[src/rtl/pic_pkg.sv]
// Shared constants for the programmable interrupt controller: port map, EOI code,
// line assignments and a lowest-set-bit helper used for fixed priority.
package pic_pkg;

   localparam int unsigned NUM_LINES = 8;

   localparam logic [15:0] PORT_PIC_CMD  = 16'h0020;
   localparam logic [15:0] PORT_PIC_DATA = 16'h0021;
   localparam logic [15:0] PORT_TMR_DATA = 16'h0040;
   localparam logic [15:0] PORT_TMR_CTL  = 16'h0043;

   localparam logic [7:0] EOI_CODE = 8'h20;

   localparam int unsigned LINE_TIMER    = 0;
   localparam int unsigned LINE_KBD      = 1;
   localparam int unsigned LINE_VRETRACE = 2;

   // Index of the lowest set bit (line 0 = highest priority); 0 when v is 0.
   function automatic logic [2:0] lowest_set(input logic [NUM_LINES-1:0] v);
      logic [2:0] r;
      r = 3'd0;
      for (int i = NUM_LINES - 1; i >= 0; i--) begin
         if (v[i]) r = 3'(i);
      end
      return r;
   endfunction

endpackage

[src/rtl/pic_timer.sv]
// Interval timer feeding interrupt line 0: prescaler, 16-bit down-counter with
// reload, and low/high byte pointer for reload writes.
module pic_timer #(
   parameter int unsigned PRESCALE = 20
) (
   input  logic        clock,
   input  logic        reset,
   input  logic        i_data_we,
   input  logic        i_ctl_we,
   input  logic [7:0]  i_wdata,
   output logic [15:0] o_count,
   output logic        o_pulse
);

   localparam int unsigned PS_W = (PRESCALE > 1) ? $clog2(PRESCALE) : 1;

   logic [PS_W-1:0] r_presc;
   logic [15:0]     r_count;
   logic [15:0]     r_reload;
   logic [7:0]      r_lo;
   logic            r_ptr_hi;
   logic            r_pulse;
   logic            w_tick;

   assign w_tick  = (r_presc == PS_W'(PRESCALE - 1));
   assign o_count = r_count;
   assign o_pulse = r_pulse;

   // A reload of 0 counts 0 -> 0xFFFF -> ... -> 1, i.e. 65536 ticks.
   always_ff @(posedge clock) begin
      if (reset) begin
         r_presc  <= '0;
         r_count  <= 16'hFFFF;
         r_reload <= 16'hFFFF;
         r_lo     <= 8'h00;
         r_ptr_hi <= 1'b0;
         r_pulse  <= 1'b0;
      end else begin
         r_pulse <= 1'b0;
         if (i_data_we && r_ptr_hi) begin
            r_reload <= {i_wdata, r_lo};
            r_count  <= {i_wdata, r_lo};
            r_presc  <= '0;
            r_ptr_hi <= 1'b0;
         end else begin
            if (i_data_we) begin
               r_lo     <= i_wdata;
               r_ptr_hi <= 1'b1;
            end
            if (i_ctl_we) r_ptr_hi <= 1'b0;
            r_presc <= w_tick ? '0 : r_presc + PS_W'(1);
            if (w_tick) begin
               if (r_count == 16'd1) begin
                  r_count <= r_reload;
                  r_pulse <= 1'b1;
               end else begin
                  r_count <= r_count - 16'd1;
               end
            end
         end
      end
   end

endmodule

[src/rtl/pic_ctl.sv]
// Programmable interrupt controller: IRR/IMR/ISR, fixed priority with nesting,
// holdoff between dispatches, toggle-style irq. Build option PIC_TIMER_EN adds the line-0 timer.
module pic_ctl
   import pic_pkg::*;
#(
   parameter int unsigned VECTOR_BASE = 8,
   parameter int unsigned HOLDOFF     = 16,
   parameter int unsigned PRESCALE    = 20
) (
   input  logic        clock,
   input  logic        reset,
   input  logic [7:0]  irq_req,
   input  logic [15:0] port_a,
   input  logic        port_w,
   input  logic        port_r,
   input  logic [7:0]  port_o,
   output logic [7:0]  port_i,
   output logic        port_hit,
   output logic        irq,
   output logic [7:0]  irq_in
);

   localparam int unsigned HO_W = (HOLDOFF > 2) ? $clog2(HOLDOFF) : 1;

   if (HOLDOFF < 1 || PRESCALE < 1) begin : g_bad_param
      $error("pic_ctl: HOLDOFF and PRESCALE must be at least 1");
   end

   logic [7:0]      r_irr, r_imr, r_isr, r_irq_in, r_port_i;
   logic            r_irq, r_port_hit;
   logic [HO_W-1:0] r_holdoff;

   logic [7:0] w_req, w_pend, w_disp_mask, w_eoi_mask, w_rd_data;
   logic [2:0] w_n, w_m;
   logic       w_dispatch, w_eoi, w_wr_imr, w_rd_hit;

`ifdef PIC_TIMER_EN
   logic [15:0] w_tmr_count;
   logic        w_tmr_pulse;

   pic_timer #(.PRESCALE(PRESCALE)) u_timer (
      .clock     (clock),
      .reset     (reset),
      .i_data_we (port_w && (port_a == PORT_TMR_DATA)),
      .i_ctl_we  (port_w && (port_a == PORT_TMR_CTL)),
      .i_wdata   (port_o),
      .o_count   (w_tmr_count),
      .o_pulse   (w_tmr_pulse)
   );

   always_comb begin
      w_req             = irq_req;
      w_req[LINE_TIMER] = w_tmr_pulse;
   end
`else
   assign w_req = irq_req;
`endif

   // Priority: the lowest pending unmasked line must beat the lowest in-service line.
   assign w_pend      = r_irr & ~r_imr;
   assign w_n         = lowest_set(w_pend);
   assign w_m         = lowest_set(r_isr);
   assign w_dispatch  = (w_pend != 8'h00) && ((r_isr == 8'h00) || (w_n < w_m))
                        && (r_holdoff == '0);
   assign w_disp_mask = w_dispatch ? (8'h01 << w_n) : 8'h00;

   assign w_eoi       = port_w && (port_a == PORT_PIC_CMD) && (port_o == EOI_CODE);
   assign w_eoi_mask  = (w_eoi && (r_isr != 8'h00)) ? (8'h01 << w_m) : 8'h00;
   assign w_wr_imr    = port_w && (port_a == PORT_PIC_DATA);

   always_comb begin
      w_rd_hit  = 1'b0;
      w_rd_data = r_port_i;
      if (port_r) begin
         case (port_a)
            PORT_PIC_CMD: begin
               w_rd_hit  = 1'b1;
               w_rd_data = r_irr;
            end
            PORT_PIC_DATA: begin
               w_rd_hit  = 1'b1;
               w_rd_data = r_imr;
            end
`ifdef PIC_TIMER_EN
            PORT_TMR_DATA: begin
               w_rd_hit  = 1'b1;
               w_rd_data = w_tmr_count[7:0];
            end
`endif
            default: ;
         endcase
      end
   end

   always_ff @(posedge clock) begin
      if (reset) begin
         r_irr      <= 8'h00;
         r_imr      <= 8'h00;
         r_isr      <= 8'h00;
         r_irq      <= 1'b0;
         r_irq_in   <= 8'(VECTOR_BASE);
         r_holdoff  <= '0;
         r_port_i   <= 8'h00;
         r_port_hit <= 1'b0;
      end else begin
         // New requests win over a same-cycle dispatch clear.
         r_irr      <= (r_irr & ~w_disp_mask) | w_req;
         r_isr      <= (r_isr & ~w_eoi_mask) | w_disp_mask;
         if (w_wr_imr) r_imr <= port_o;
         if (w_dispatch) begin
            r_irq     <= ~r_irq;
            r_irq_in  <= 8'(VECTOR_BASE + 32'(w_n));
            r_holdoff <= HO_W'(HOLDOFF - 1);
         end else if (r_holdoff != '0) begin
            r_holdoff <= r_holdoff - HO_W'(1);
         end
         r_port_i   <= w_rd_data;
         r_port_hit <= w_rd_hit;
      end
   end

   assign irq      = r_irq;
   assign irq_in   = r_irq_in;
   assign port_i   = r_port_i;
   assign port_hit = r_port_hit;

endmodule

[config.mk]
export PLATFORM = sky130hd
export DESIGN_NAME = pic_ctl
export DESIGN_NICKNAME = d
export VERILOG_FILES = /design/src/rtl/pic_pkg.sv /design/src/rtl/pic_timer.sv /design/src/rtl/pic_ctl.sv
export SDC_FILE = /design/constraint.sdc
export NUM_CORES = 1
export LEC_CHECK = 0
export CORE_MARGIN = 8
export CORE_UTILIZATION = 31
export DETAILED_ROUTE_END_ITERATION = 8
export PLACE_DENSITY_LB_ADDON = 0.1
export SETUP_SLACK_MARGIN = 0.2
export SLEW_MARGIN = 20
export SYNTH_ARGS = -nofsm -noshare
export SYNTH_HDL_FRONTEND = slang
export SYNTH_SLANG_ARGS = --single-unit
[constraint.sdc]
create_clock -name clock -period 6.1 [get_ports clock]
set_clock_uncertainty 0.1 [all_clocks]
set_input_delay 0.61 -clock clock [delete_from_list [all_inputs] [get_ports clock]]
set_output_delay 0.61 -clock clock [all_outputs]
set_load 0.02 [all_outputs]
==> impl_metrics.yaml <==
run_status:
  outcome: "complete, no violations"
sta:
  rsz0062_at_grt: "false"
  hold_viol: 0
  setup_viol: 0
  tns_ns: 0
  fmax_mhz: 327
  max_slew.worst_pin.slew_ns: 0.828
  slew_viol_final: 0
  finalCriticalPeriod_ns: 3.06
  finalCritPeriodShare: 0.502
  slew_headroom: 0.448
clock_network:
  clk_pin_slew_ns: 0.08
  cts_resized: 0
  cts.sinks: 41
  root_buffer: "clkbuf_8"
  tritoncts: "built"
  clock_latency_ns: 0.29
  numCtsBuffers: 5
  cts_max_level: 2
  post_cts_buffers: 0
  cts.hold.buffers_added: 0
  cts_buffer_depth: 2
finish:
  syn_to_final_growth_pct: 28.7
  nNetsFinal: 344
  final_core_util: 0.407
  final_layout_size_suffix_gt1_frac: 0.0523
  insertedDiodeCount: 0
  final_cell_count_no_fill: 386
detailed_routing:
  postRouteAntennaNets: 0
  drc_errors: 0
  dr.pass1.iters: 6
  post_drt_via_cell_ratio: 5.15
  first_iter_violations: 80
  routed_wl_mm: 5.69
  wl_per_cell_um: 14.7
  vias: 1986
synth:
  synth_common_cells: "dfxtp_1 (41), nor2_1 (30), nand2_1 (26), a21oi_1 (15), nand3_1 (15)"
  avgSynthCellArea_sq_um: 8.10
  synth.largest_area_cell: "dfxtp_1"
  synth_ff_type: "dfxtp_1"
  synth-edff-count: 0
  ys_top_cells_by_area: "dfxtp_1 (39%), nor2_1 (5.3%), nand2_1 (4.6%), mux2i_1 (3.8%), a21oi_1 (3.6%)"
  yosys.area.top_type_share: 0.388
  yosysUniqueCellTypes: 54
  synth.most_common_cell: "dfxtp_1"
  synth_area_sq_um: 2110
  postSynthCellCount: 261
  yosys_warnings: 0
  synth-async-reset-ratio: 0
  yosysSeqAreaShare: 0.388
  ys_ff_latch: 41
floorplan:
  core_area_sq_um: 6680
  num_io_pins: 54
  die_x_um: 98.6
  die_area_sq_um: 9720
  std_cell_rows: 30
  fp.dieH_um: 98.6
  initial_utilization: 0.316
grt:
  grt_max_degree: 36
  grt_pass1_vias: 2025
  grt_overflow_total: 0
  gr-usage-all-layers: 0.124
  grt_first_pass_wirelength_mm: 9.87
  grt_antenna_before_repair: 0
worst_setup_path:
  start_kind: "register"
  crit_type: "register to register"
  critical_path.max_fanout: 5
  cp_data_arrival_time_ns: 3.16
  reg2regPathDepth: 9
  crit_path_end_kind: "register"
  crit_required_ns: 6.20
job:
  maxCapViolCount: 0
place:
  dpl.cell_count: 378
  dpl.hpwl_mm: 4.49
  routabilityCongestion: 0.763
  port-buffer-count: 48
pwr:
  peakVddDrop_mv: 0.0908
  cellLeakagePower_nw: 1.03
  power_density_nw_per_um2: 270
min_path:
  min-delay-path-class: "register to register"
  hold_depth: 2
## worst max-delay path, stage by stage, from the launching register on
cell and delay [ns]:
dfxtp_1 0.35, nand2b_1 0.12, nor2b_1 0.28, nor3b_1 0.52, ha_1 0.34, a21oi_1 0.22
a21boi_1 0.35, a21o_1 0.24, nand4_2 0.18, o31ai_1 0.26
## cell families after synthesis
family	count (synthesis)	share of synthesized area
AND/OR/NAND/NOR	118	0.292
AO/OA/AOI/OAI	60	0.193
flip-flops	41	0.388
buffers and inverters	27	0.0580
multiplexers	9	0.0432
adder cells (fa/ha/maj)	3	0.0178
other	2	0.00355
XOR/XNOR	1	0.00415
## stage by stage
step / setup slack, ns / area (sq um) / hold WS, ns / power (W)
finish: 3.04 / 2720 / 0.348 / 0.000735
global route: 2.65 / 2720 / 0.386 / 0.000789
detailed placement: 3.04 / 2640 / 0.341 / 0.000567
global placement: 3.04 / 2640 / 0.343 / 0.000568
CTS: 3.03 / 2720 / 0.352 / 0.000742
floorplan: 3.51 / 2120 / 0.365 / 0.000491
## cells in the final DEF, fill, tap and decap left out, drive strengths merged, types with 2 or more instances in the layout
cell           synthesis  routed
clkdlybuf4s50          0      48
dfxtp                 41      41
nor2                  30      30
nand2                 27      27
a21oi                 15      15
nand3                 15      15
o21ai                 15      15
inv                   10      10
nor2b                  8       8
mux2i                  8       8
a311oi                 8       8
clkbuf                 9       8
nand2b                 7       7
nor3                   5       5
o31ai                  5       5
conb                   2       5
nor4                   5       5
and2                   4       4
and3                   3       3
ha                     3       3
nor4b                  3       3
or3                    3       3
a21o                   2       2
nand3b                 2       2
o211ai                 2       2
buf                    7       2
a2111oi                2       2
nand4                  2       2
## registers in the layout (all words and copies together), names as in the netlist
name,cells
irq,1
irq_in,3
port_hit,1
port_i,8
r_holdoff,4
r_imr,8
r_irr,8
r_isr,8
## worst paths after layout
| path | start | to | slack [ns] |
|---|---|---|---|
| max reg2reg | r_imr[3]$_SDFFE_PP0P_ | r_isr[5]$_SDFF_PP0_ | 3.04 |
| max | r_imr[3]$_SDFFE_PP0P_ | r_isr[5]$_SDFF_PP0_ | 3.04 |
| min | irq_in[1]$_SDFFE_PP0P_ | irq_in[1]$_SDFFE_PP0P_ | 0.35 |
| min reg2reg | irq_in[1]$_SDFFE_PP0P_ | irq_in[1]$_SDFFE_PP0P_ | 0.35 |
## per-layer routing
| layer | share of wire | global-route usage |
|---|---|---|
| met2 | 0.43 | 0.192 |
| met5 | 0 | 0 |
| met1 | 0.49 | 0.156 |
| met4 | 0.015 | 0.0460 |
| met3 | 0.064 | 0.0409 |
## report_power, final
part	total, W	leakage, nW	internal [W]	switching [W]
clock network	0.000173	0.0395	0.0000814	0.0000914
logic	0.000242	0.661	0.000102	0.000140
registers	0.000320	0.335	0.000295	0.0000247
total	0.000735	1.03	0.000479	0.000256
## cell type report
| type | count | area [sq um] |
|---|---|---|
| sequential | 41 | 821 |
| timing repair buffer | 50 | 495 |
| inverter | 11 | 41.3 |
| tap | 80 | 100 |
| multi-input combinational | 196 | 1180 |
| clock buffer | 8 | 80.1 |
| fill | 703 | 3960 |
(Power assumes the default switching activity.)
